### config.mk
export PLATFORM = sky130hd
export DESIGN_NAME = fetch_ctrl_flat
export DESIGN_NICKNAME = d
export VERILOG_FILES = /design/src/rtl/fetch_ctrl_if.sv /design/src/rtl/fetch_ctrl.sv /design/src/flat_wrapper.sv
export SDC_FILE = /design/constraint.sdc
export NUM_CORES = 1
export LEC_CHECK = 0
export CAP_MARGIN = 5
export CORE_ASPECT_RATIO = 1.25
export CORE_MARGIN = 2
export CORE_UTILIZATION = 51
export CTS_CLUSTER_SIZE = 16
export DETAILED_ROUTE_END_ITERATION = 8
export PLACE_DENSITY = 0.85
export SYNTH_ARGS = -nofsm -noshare
export SYNTH_HDL_FRONTEND = slang
export SYNTH_SLANG_ARGS = --single-unit
### constraint.sdc
create_clock -name CLK -period 3 [get_ports CLK]
set_input_delay 0.75 -clock CLK [delete_from_list [all_inputs] [get_ports CLK]]
set_output_delay 0.75 -clock CLK [all_outputs]
set_load 0.005 [all_outputs]
### src/rtl/fetch_ctrl_if.sv
`default_nettype none
// ============================================================================
// Module   : fetch_ctrl_if
// Brief    : Control/status bundle between the datapath and the fetch controller.
// Revision : 1.0
// ============================================================================
interface fetch_ctrl_if #(
    parameter int PC_W = 16
);
    logic            start;
    logic            halt;
    logic            stall;
    logic            branch_en;
    logic            branch_abs;
    logic [7:0]      branch_off;
    logic [PC_W-1:0] branch_tgt;
    logic [PC_W-1:0] PC;
    logic            fetch_valid;
    logic            done;
    logic [15:0]     inst_count;

    // Datapath / sequencer side
    modport master (
        output start, halt, stall, branch_en, branch_abs, branch_off, branch_tgt,
        input  PC, fetch_valid, done, inst_count
    );

    // Fetch controller side
    modport slave (
        input  start, halt, stall, branch_en, branch_abs, branch_off, branch_tgt,
        output PC, fetch_valid, done, inst_count
    );
endinterface
`default_nettype wire

### src/rtl/fetch_ctrl.sv
`default_nettype none
// ============================================================================
// Module   : fetch_ctrl
// Brief    : IDLE/RUN/HALT program-counter sequencer with branches and stalls.
// Revision : 1.0
// ============================================================================
module fetch_ctrl #(
    parameter int              PC_W       = 16,
    parameter logic [PC_W-1:0] START_ADDR = '0
) (
    input  wire logic     CLK,
    input  wire logic     rst_n,
    fetch_ctrl_if.slave   bus
);
    typedef enum logic [1:0] {
        S_IDLE = 2'd0,
        S_RUN  = 2'd1,
        S_HALT = 2'd2
    } state_t;

    state_t          r_state;
    logic [PC_W-1:0] r_pc;
    logic            r_fetch_valid;
    logic            r_done;
    logic [15:0]     r_inst_count;

    logic [PC_W-1:0] w_rel_tgt;
    logic [15:0]     w_count_inc;

    assign w_rel_tgt   = r_pc + {{(PC_W-8){bus.branch_off[7]}}, bus.branch_off};
    assign w_count_inc = (r_inst_count == 16'hFFFF) ? r_inst_count : r_inst_count + 16'd1;

    always_ff @(posedge CLK or negedge rst_n) begin
        if (!rst_n) begin
            r_state       <= S_IDLE;
            r_pc          <= START_ADDR;
            r_fetch_valid <= 1'b0;
            r_done        <= 1'b0;
            r_inst_count  <= 16'd0;
        end else begin
            case (r_state)
                S_IDLE: begin
                    if (bus.start) begin
                        r_state       <= S_RUN;
                        r_pc          <= START_ADDR;
                        r_inst_count  <= 16'd0;
                        r_fetch_valid <= 1'b1;
                        r_done        <= 1'b0;
                    end
                end
                S_RUN: begin
                    // Priority: halt > stall > branch > sequential increment
                    if (bus.halt) begin
                        r_state       <= S_HALT;
                        r_inst_count  <= w_count_inc;
                        r_fetch_valid <= 1'b0;
                        r_done        <= 1'b1;
                    end else if (!bus.stall) begin
                        r_inst_count <= w_count_inc;
                        if (bus.branch_en)
                            r_pc <= bus.branch_abs ? bus.branch_tgt : w_rel_tgt;
                        else
                            r_pc <= r_pc + {{(PC_W-1){1'b0}}, 1'b1};
                    end
                end
                S_HALT: begin
                    if (bus.start) begin
                        r_state       <= S_RUN;
                        r_pc          <= START_ADDR;
                        r_inst_count  <= 16'd0;
                        r_fetch_valid <= 1'b1;
                        r_done        <= 1'b0;
                    end
                end
                default: begin
                    r_state       <= S_IDLE;
                    r_pc          <= START_ADDR;
                    r_fetch_valid <= 1'b0;
                    r_done        <= 1'b0;
                    r_inst_count  <= 16'd0;
                end
            endcase
        end
    end

    assign bus.PC          = r_pc;
    assign bus.fetch_valid = r_fetch_valid;
    assign bus.done        = r_done;
    assign bus.inst_count  = r_inst_count;
endmodule
`default_nettype wire

### src/flat_wrapper.sv
// flat-port wrapper written by rule: the top's interface ports become plain ports
module fetch_ctrl_flat 
#(
    parameter int              PC_W       = 16,
    parameter logic [PC_W-1:0] START_ADDR = '0
)
  (CLK, rst_n, bus_start, bus_halt, bus_stall, bus_branch_en, bus_branch_abs, bus_branch_off, bus_branch_tgt, bus_PC, bus_fetch_valid, bus_done, bus_inst_count);
  fetch_ctrl_if #(.PC_W(PC_W)) bus_i ();
  input  wire logic CLK;
  input  wire logic rst_n;
  input wire logic [$bits(bus_i.start)-1:0] bus_start;
  input wire logic [$bits(bus_i.halt)-1:0] bus_halt;
  input wire logic [$bits(bus_i.stall)-1:0] bus_stall;
  input wire logic [$bits(bus_i.branch_en)-1:0] bus_branch_en;
  input wire logic [$bits(bus_i.branch_abs)-1:0] bus_branch_abs;
  input wire logic [$bits(bus_i.branch_off)-1:0] bus_branch_off;
  input wire logic [$bits(bus_i.branch_tgt)-1:0] bus_branch_tgt;
  output wire logic [$bits(bus_i.PC)-1:0] bus_PC;
  output wire logic [$bits(bus_i.fetch_valid)-1:0] bus_fetch_valid;
  output wire logic [$bits(bus_i.done)-1:0] bus_done;
  output wire logic [$bits(bus_i.inst_count)-1:0] bus_inst_count;
  assign bus_i.start = bus_start;
  assign bus_i.halt = bus_halt;
  assign bus_i.stall = bus_stall;
  assign bus_i.branch_en = bus_branch_en;
  assign bus_i.branch_abs = bus_branch_abs;
  assign bus_i.branch_off = bus_branch_off;
  assign bus_i.branch_tgt = bus_branch_tgt;
  assign bus_PC = bus_i.PC;
  assign bus_fetch_valid = bus_i.fetch_valid;
  assign bus_done = bus_i.done;
  assign bus_inst_count = bus_i.inst_count;
  fetch_ctrl #(.PC_W(PC_W), .START_ADDR(START_ADDR)) u_core (.CLK(CLK), .rst_n(rst_n), .bus(bus_i));
endmodule
# After elaboration in Yosys (flattened, before gate mapping)
# Cells that the tools add are included.
# op_classes
mux	19
addsub	3
n_eq_ne	8
n_reduce_logical	5
# ops
op	count
2-to-1 mux 16 bit	8
one-hot mux 16 bit (2 select lines)	2
adder 16 x 1 -> 16 bit (second input constant)	2
adder 16 bit	1
== test 16 bit (second input constant)	1
inequality test 2 bit (second input constant)	3
2-to-1 mux 1 bit	4
2-to-1 mux 2 bit	2
one-hot mux 1 bit (2 select lines)	2
one-hot mux 2 bit (2 select lines)	1
AND reduction 2 bit	2
inequality test 3 bit (second input constant)	1
AND reduction 3 bit	1
== test 2 x 1 -> 1 bit (second input constant)	1
== test 2 bit (second input constant)	1
logical NOT 2 bit	1
inequality test 2 x 1 -> 1 bit (second input constant)	1
OR reduction 2 bit	1
# word_totals
inputBits	31
elab_cells	40
ff_bits	36
out_inout_bits	34

# Longest topological paths before layout
# depth
ltp_word	6
ltp_mapped	9
ltp_nobuf	9

# Least setup slack after synthesis
# Ideal clock, no wire load.
# synth_timing
path_kind	input to register
startpoint	input port bus_branch_off[0]
endpoint	register u_core.r_pc[14], in the netlist u_core.bus.PC[14]
path_stages	9
arrival_time_ps	2418
setup_slack_ps	453
path_buffers	0
setup_ps	129
t_required_ps	2871
cell_sequence	ha_1 -> inv_1 -> fa_1 -> nand2b_1 -> a211oi_1 -> o211ai_1 -> a21oi_1 -> o2111a_1 -> a211oi_1
# synth_between
elab_chain_len	6
# synth_lines
item	line	rtl
from (decl)	flat_wrapper.sv:16	input wire logic [$bits(bus_i.branch_off)-1:0] bus_branch_off;
adder 16 bit	fetch_ctrl.sv:30	assign w_rel_tgt = r_pc + {{(PC_W-8){bus.branch_off[7]}}, bus.branch_off};
2-to-1 mux 16 bit	fetch_ctrl.sv:61	r_pc <= bus.branch_abs ? bus.branch_tgt : w_rel_tgt;
2-to-1 mux 16 bit	fetch_ctrl.sv:60	if (bus.branch_en)
2-to-1 mux 16 bit	fetch_ctrl.sv:58	end else if (!bus.stall) begin
2-to-1 mux 16 bit	fetch_ctrl.sv:53	if (bus.halt) begin
one-hot mux 16 bit (2 select lines)	fetch_ctrl.sv:41	case (r_state)
to (signal assigned)	fetch_ctrl.sv:61	
to (signal assigned)	fetch_ctrl.sv:63	r_pc <= r_pc + {{(PC_W-1){1'b0}}, 1'b1};
to (decl)	fetch_ctrl.sv:22	logic [PC_W-1:0] r_pc;
# Every way passes these cells. The select of a mux whose other input is x is not followed.
# A chain may end at the register's enable or synchronous reset.

# Final worst setup path
# Same ends and word-level chain as after synthesis.

==> metrics <==
switching portion of total power=0.328; Async SR Flop Fraction=1.00; commonest non-fill, non-tap cell in the layout=clkdlybuf4s50_1; crit-path cells=clkdlybuf4s50_1, ha_1, inv_1, fa_1, nand2b_1, a211oi_1, buf_4, o211ai_1, a21oi_2, o2111a_1, a211oi_1; startpoint types=input port; DP Wirelength=5960 µm; Worst R2R Setup Slack=~590 ps; max_cap viols=0; via/cell ratio=a little over 6; CTS tree=built; area occupied by multi-input gates=roughly 1900 µm²; total wire length=a little under 8000 µm; Avg WL per Cell=about 16 µm; # DRC=0; IO Port Bufs=64; die outline width=71.2 µm; PD cells=between 300 and 400 nW/µm²; Antenna diodes=0; via count=about 3,000; 1st-iter DRT viols=between 100 and 150; Crit-path slowest cell=clkdlybuf4s50_1; Fin Hold WS=approximately 520 ps; slowest stage delay, CP=roughly 460 ps; Psw=~460 µW; Clock power frac=0.276; overall power=between 1 and 1.5 mW; first-pass GRT wire length=between 10,000 and 15,000 µm; Synth top area share=0.304; Top FF cell, synth=dfrtp_1; final hold vios=0; fin nets=around 480; vias in the first global route=~2,800; Hold Path Class=reg -> reg; Reg area=~880 µm²; Synth-to-Final Area Change=29.9%; core area=between 5000 and 6000 µm²; global placement routability congestion=~0.86; CP Capture Type=register; Slew Limit Fails=0; antenna-violating nets left=0; most frequent CP cell=a211oi_1; Max Root-Sink Buffers=2; design internal power=935 µW; # fillers=between 400 and 500; register area share after synthesis=0.304; Setup Fix Bufs, Post-CTS=0; mapped cell area=around 2900 µm²; share of cells above drive strength 1=0.0794; register clock-pin slew on the reported worst setup and hold paths=about 70 ps; post-layout minimum cycle time=roughly 2800 ps; Initial DRT Pass Iterations=5; clock latency on the worst-skew pair=~290 ps; # rows=30; CTS-repair resized insts=0; Final setup viols=0; #FFs+latches synth=35; Critical Path RT=roughly 3200 ps; Mapped Cells=between 300 and 400; H-tree levels=2; Comb pwr share=0.323; Leak=between 1.5 and 2 nW; Mean Syn Cell Area=8.12 µm²; Initial Utilization=0.530; die area=between 6000 and 7000 µm²; Root Driver=clkbuf_8; IO Count=65; largest net degree at the start of global routing=36; Worst Path Arrival=between 2000 and 3000 ps; Layout Skew=approximately 7.1 ps; RSZ-0062 raised after global routing=false; slew margin rel.=0.569; Worst Max-Slew Pin Slew=between 600 and 700 ps; Die H=just under 90 µm; CTS Hold Bufs=0; Final Cycle Share=0.934; initial antenna violation count=0; Post-synth EDFFs=0; biggest area consumer among synthesized cells=dfrtp_1; Ys Warns=0; crit path kind=in -> reg; grt total ovfl=0; Max Fanout on Critical Path=4; outcome=completed; sequential share of power=0.401; top post-synthesis cells by area=dfrtp_1 30%, ha_1 7.4%, nand2_1 5.6%; Synth cell types=59; Fmax=roughly 0.36 GHz; most frequent cells in the layout=64 x clkdlybuf4s50_1, 43 x nand2_1, 36 x nor2_1; gr usage total=0.256; Syn Nets=between 400 and 500; Clock Sinks=35; clock buffer count from CTS=5; Peak VDD IR=roughly 0.29 mV
synth_stat cells (4+ instances only):
master	instances
dfrtp_1	35
clkbuf_1	10
nand3_1	9
or3_1	5
o211ai_1	5
inv_1	9
o21ai_0	18
and3_1	7
nand2_1	43
a21oi_1	22
and2_1	5
nor2_1	36
xnor2_1	9
a211oi_1	4
ha_1	17
o21ai_1	17
a21o_1	9
nor3_1	9
xor2_1	12
nand4_1	11
final timing paths:
kind | start | end | depth (start not counted)
min | u_core.bus.fetch_valid$_DFFE_PN0P_ | u_core.bus.fetch_valid$_DFFE_PN0P_ | 2
min reg2reg | u_core.bus.fetch_valid$_DFFE_PN0P_ | u_core.bus.fetch_valid$_DFFE_PN0P_ | 2
max | bus_branch_off[0] | u_core.bus.PC[14]$_DFFE_PN0P_ | 11
min in group asynchronous | rst_n | u_core.bus.inst_count[10]$_DFFE_PN0P_ | 2
max in group asynchronous | rst_n | u_core.bus.PC[2]$_DFFE_PN0P_ | 2
max reg2reg | u_core.bus.PC[0]$_DFFE_PN0P_ | u_core.bus.PC[14]$_DFFE_PN0P_ | 10
state kept, by name, summed over array words and instances (netlist names):
register and flops:
u_core.bus.fetch_valid 1, u_core.bus.PC 16, u_core.bus.inst_count 16, u_core.r_state 2
power by group through the flow:
stage / Combinational, mW / Sequential [mW] / Clock (mW)
2_1_floorplan: 0.249 / 0.557 / 0
3_3_place_gp: 0.435 / 0.566 / 0
3_5_place_dp: 0.446 / 0.565 / 0
4_1_cts: 0.449 / 0.557 / 0.385
5_1_grt: 0.493 / 0.564 / 0.409
6_report: 0.449 / 0.559 / 0.384
critical path: cells and delay by family:
kind | cells | cell delay [ps]
compound gates | 5 | 810
fa+ha+maj | 2 | 560
buf+inv | 3 | 690
simple gates | 1 | 180
metal layers:
| metal | up-vias | GRT usage | wire [µm] |
|---|---|---|---|
| met5 | - | 0 | 0 |
| met4 | 0 | 0.0892 | 218 |
| met2 | 98 | 0.461 | 4000 |
| met3 | 22 | 0.0495 | 362 |
| met1 | 1433 | 0.304 | 3220 |
| li1 | 1451 | - | - |
logic make-up (layout without fill, tap and decap cells):
group / count (synthesis) / count (layout) / synth area share
buf+inv: 25 / 98 / 0.0438
compound gates: 112 / 112 / 0.256
fa+ha+maj: 18 / 18 / 0.0807
xor+xnor: 21 / 21 / 0.0638
simple gates: 140 / 140 / 0.237
flops: 35 / 35 / 0.304
mux: 4 / 4 / 0.0148
final cells by class:
cell class	count	area share
inverters	9	0.00902
flip-flops and latches	35	0.234
well taps	64	0.0214
clock inverters	1	0.00200
multi-input cells	295	0.503
clock buffers	7	0.0257
repair buffers	81	0.205
stage by stage:
stage	instances	area, µm²	worst slack [ps]	util	TNS (ps)
floorplan	355	2880	453	-	0
global placement	484	3640	-47.8	0.669	-47.8
detailed placement	484	3640	-130	0.669	-208
CTS	492	3740	167	0.688	0
global route	492	3750	46.7	0.688	0
finish	492	3750	197	0.688	0
Note: power is estimated with default switching activity, not from simulation.
==> variant 1, RTL diff (same settings) <==
`PC_W` is set to 16 in 3 places; all go to 32.
--- a/src/rtl/fetch_ctrl_if.sv
+++ b/src/rtl/fetch_ctrl_if.sv
@@ -6,5 +6,5 @@
 // ============================================================================
 interface fetch_ctrl_if #(
-    parameter int PC_W = 16
+    parameter int PC_W = 32
 );
     logic            start;
--- a/src/rtl/fetch_ctrl.sv
+++ b/src/rtl/fetch_ctrl.sv
@@ -6,5 +6,5 @@
 // ============================================================================
 module fetch_ctrl #(
-    parameter int              PC_W       = 16,
+    parameter int              PC_W       = 32,
     parameter logic [PC_W-1:0] START_ADDR = '0
 ) (
--- a/src/flat_wrapper.sv
+++ b/src/flat_wrapper.sv
@@ -2,5 +2,5 @@
 module fetch_ctrl_flat 
 #(
-    parameter int              PC_W       = 16,
+    parameter int              PC_W       = 32,
     parameter logic [PC_W-1:0] START_ADDR = '0
 )
Interface: changed (resized bus_PC and bus_branch_tgt); port bits go from 65 to 97. No check against the original RTL was run, so the function may have changed too.
==> variant 1 against the original RTL <==
The flow now finishes with violations (negative setup slack); total power grew 100%; sequential cell count is 16 higher; combinational power rose to 3.0 times the old value; wire length is 140% higher; fmax shrank 6.8%; final area is 95% higher; via count increased by 110%; worst setup slack worse by 200 ps; synthesized area increased by 69%; sequential share of layout area fell by 5.9 points; critical path type unchanged; largest power group is now combinational cells.
==> variant 1: results (changes against the original RTL) <==
Post-Place Worst Slack=-711 ps (was -130 ps); met3 wire len=1330 µm (was 362 µm); Met2 Wirelength=9130 µm (was 4000 µm); Crit-path slowest cell=or4_4 (was clkdlybuf4s50_1); xor/xnor share of the synthesized area=6.84% (was 6.38%); root buf cell=clkbuf_16 (was clkbuf_8); DRT met1 WL=7340 µm (was 3220 µm); Post-Syn Nets=745 (was 404); Crit path largest cell delay=520 ps (was 460 ps); largest net degree at the start of global routing=52 (was 36); top cells by area, synth=dfrtp_1 26%, ha_1 8.5%, o21ai_0 7.7% (was dfrtp_1 30%, ha_1 7.4%, nand2_1 5.6%); met1 global-route usage=42.6% (was 30.4%); Reg2Reg Launch Point=u_core.bus.PC[1]$_DFFE_PN0P_ (was u_core.bus.PC[0]$_DFFE_PN0P_); Reg power frac=29.6% (was 40.1%); met2 usage=62.3% (was 46.1%); Net Switching=1.07 mW (was 456 µW); Adder-Cell Fraction of Synth Area=8.89% (was 8.07%); DR iter-0 viols=497 (was 147); synth unique cells=55 (was 59); final cell count without fillers=992 (was 492); Critical Path AT=3200 ps (was 2970 ps); vias in the first global route=6130 (was 2810); Final Worst Setup Slack=-6.42 ps (was 197 ps); maximum vdd drop=0.291 mV (was 0.286 mV); failing checks=negative setup slack; relative slew slack=27.7% (was 56.9%); top post-synthesis cells by count=91 x nand2_1, 75 x o21ai_0, 65 x a21oi_1 (was 43 x nand2_1, 36 x nor2_1, 35 x dfrtp_1); GR Layer Usage met3=6.26% (was 4.95%); multiplexer share of the synthesized area=0.437% (was 1.48%); GPL Wtd Cong=0.967 (was 0.855); Post-DP HPWL=13600 µm (was 5960 µm); placed insts=976 (was 484); LEAKAGE=3.26 nW (was 1.60 nW); gr usage total=36.1% (was 25.6%); fillcell total=651 (was 453); setup TNS=-6.42 ps (was 0 ps); clock skew=8.70 ps (was 7.07 ps); WL/cell=18.9 µm (was 15.9 µm); final setup fails=1 (was 0); vias per cell=6.21 (was 6.11); Power Combinational=1.36 mW (was 449 µW); status=complete, but fails checks (was complete, no violations); crit path max fanout=7 (was 4); first-pass GRT wire length=30200 µm (was 12900 µm); hold wc startpoint=u_core.bus.inst_count[4]$_DFFE_PN0P_ (was u_core.bus.fetch_valid$_DFFE_PN0P_); CP Launch Point=bus_branch_off[7] (was bus_branch_off[0]); Worst-Skew Late Latency=310 ps (was 290 ps)
variant 1: logic make-up after synthesis:
group,count (synthesis)
DFF,51
xor gates and xnor gates,38
AOI/OAI and AO/OA,236
adders and majority gates,34
and+or+nand+nor,260
buffers and inverters,43
muxes,2
variant 1: area by class of cell:
cell class                 count  area, µm²  area share (%)
clock buffer                   5        125            1.71
timing repair buffer         227       1970            27.0
clock inverter                 3       27.5           0.376
multi-input combinational    570       3710            50.8
sequential                    51       1280            17.4
tap                          123        154            2.10
inverter                      13       48.8           0.667
variant 1: worst paths after layout:
path,endpoint,slack (ps),cells after the start
min in group asynchronous,u_core.bus.PC[3]$_DFFE_PN0P_,590,2
max in group asynchronous,u_core.bus.PC[14]$_DFFE_PN0P_,1940,2
worst max register to register,u_core.bus.PC[28]$_DFFE_PN0P_,130,12
worst min register to register,u_core.bus.inst_count[4]$_DFFE_PN0P_,540,1
worst max-delay path,u_core.bus.PC[28]$_DFFE_PN0P_,-6,12
worst min-delay path,u_core.bus.inst_count[4]$_DFFE_PN0P_,540,1
==> variant 2, RTL diff (same settings) <==
Without the edit above. Reset style: synchronous (`rst_n`), changed in one clocked block.
--- a/src/rtl/fetch_ctrl.sv
+++ b/src/rtl/fetch_ctrl.sv
@@ -31,5 +31,5 @@
     assign w_count_inc = (r_inst_count == 16'hFFFF) ? r_inst_count : r_inst_count + 16'd1;
 
-    always_ff @(posedge CLK or negedge rst_n) begin
+    always_ff @(posedge CLK) begin
         if (!rst_n) begin
             r_state       <= S_IDLE;
Formal check against the unedited RTL: differs if rst_n is asserted again (counterexample within 4 cycles, from zero or initial values and one cycle with rst_n low); with rst_n held inactive, the same outputs for 10 cycles.
==> variant 2 against the original RTL <==
Final area up 3.5%; non-clock buffer count up 14; worst setup slack worse by 37 ps; synthesized cell count up 7.3%; synthesized area up 0.95%; total power down 19%; critical path depth down 1; sequential cell count unchanged; wire length up 18%; critical endpoint is now u_core.bus.PC[14]$_SDFFE_PN0P_; largest cell class unchanged.
==> variant 2: results (changes against the original RTL) <==
top cells by area, synth=dfxtp_1 24%, ha_1 7.3%, nand2_1 5.7% (was dfrtp_1 30%, ha_1 7.4%, nand2_1 5.6%); Nets=512 (was 476); Final Hold Slack=462 ps (was 523 ps); sequential cell area share=18.1% (was 23.4%); layout cells sized above 1=12.1% (was 7.94%); final wirelength=9170 µm (was 7800 µm); num sequential=35 (unchanged); Net Switching=349 µW (was 456 µW); reported sequential group power=498 µW (was 559 µW); Post-DP Area=3780 µm² (was 3640 µm²); clock skew=6.09 ps (was 7.07 ps); worst setup path end=u_core.bus.PC[14]$_SDFFE_PN0P_ (was u_core.bus.PC[14]$_DFFE_PN0P_); Met2 Wirelength=4610 µm (was 4000 µm); f_max=352 MHz (was 357 MHz); invs w/o clock=13 (was 9); sequential cell area fraction in the yosys report=24.1% (was 30.4%); largest net degree at the start of global routing=17 (was 36); 1st-pass router iterations=6 (was 5); Mapped Avg Cell Area=7.64 µm² (was 8.12 µm²); clk cell area share=2.19% (was 2.77%); Critical Path AT=3040 ps (was 2970 ps); status=complete, no violations (unchanged); clock buf count=6 (was 7); top post-synthesis cells by count=44 x nand2_1, 35 x dfxtp_1, 30 x nor2_1 (was 43 x nand2_1, 36 x nor2_1, 35 x dfrtp_1); area growth from synthesis to layout=33.2% (was 29.9%); Data buffer area share=22.5% (was 20.5%); synth unique cells=71 (was 59); Multi-input comb cells=313 (was 295); Non-clk bufs=95 (was 81); Multi-input gate area=2090 µm² (was 1880 µm²); first-pass GRT wire length=14900 µm (was 12900 µm); vias per cell=6.44 (was 6.11); Hold Crit Endpoint=u_core.bus.fetch_valid$_SDFFE_PN0P_ (was u_core.bus.fetch_valid$_DFFE_PN0P_); vias in the first global route=3185 (was 2810); ys async rst share=0% (was 100%); Reg power frac=44.2% (was 40.1%); met2 usage=53.5% (was 46.1%); fillcell total=448 (was 453); CTS resizes=0 (unchanged); maximum vdd drop=0.236 mV (was 0.286 mV); hold wc startpoint=u_core.bus.fetch_valid$_SDFFE_PN0P_ (was u_core.bus.fetch_valid$_DFFE_PN0P_); Reg2Reg Launch Point=u_core.bus.PC[0]$_SDFFE_PN0P_ (was u_core.bus.PC[0]$_DFFE_PN0P_); Post-Place Worst Slack=-223 ps (was -130 ps); Post-Syn Nets=430 (was 404); placed insts=520 (was 484); Post-DP HPWL=6930 µm (was 5960 µm); Top FF cell, synth=dfxtp_1 (was dfrtp_1); met1 global-route usage=35.1% (was 30.4%); Die Footprint=6330 µm² (was 6270 µm²); Power Combinational=281 µW (was 449 µW); DRT met1 WL=3600 µm (was 3220 µm); gr usage total=29.3% (was 25.6%); R2R setup slack=550 ps (was 590 ps); FF-to-FF path depth=9 (was 10); DR iter-0 viols=295 (was 147); Worst-Margin Slew=623 ps (was 643 ps); GPL Wtd Cong=0.954 (was 0.855)
-- variant 2: changes by cell type in the layout (fill, tap and decap cells not counted), moves of 5 or more --
cell and change:
nor2_1 -6, and3_1 -5, nor3_1 +6, o21ai_0 +10, buf_4 +14, dfxtp_1 +35
dfrtp_1 -35, o21ai_1 -17, a21oi_1 +5
-- variant 2: cell families (layout without fill, tap and decap cells) --
logic type	after synthesis	after routing	share of synthesized area, %
buffers and inverters	33	116	4.64
adder cells (fa/ha/maj)	18	18	8.00
multiplexers	4	4	1.63
AO/OA/AOI/OAI	121	121	27.7
flip-flops	35	35	24.1
AND/OR/NAND/NOR	150	150	27.9
XOR/XNOR	20	20	6.02
-- variant 2: critical path, stage by stage --
cell             delay (ps)
clkdlybuf4s50_1         460
ha_1                    150
inv_1                    50
fa_1                    400
nor2b_2                 190
o2111ai_2               170
a21boi_1                300
o32ai_1                 140
xnor2_1                 160
a32o_1                  260
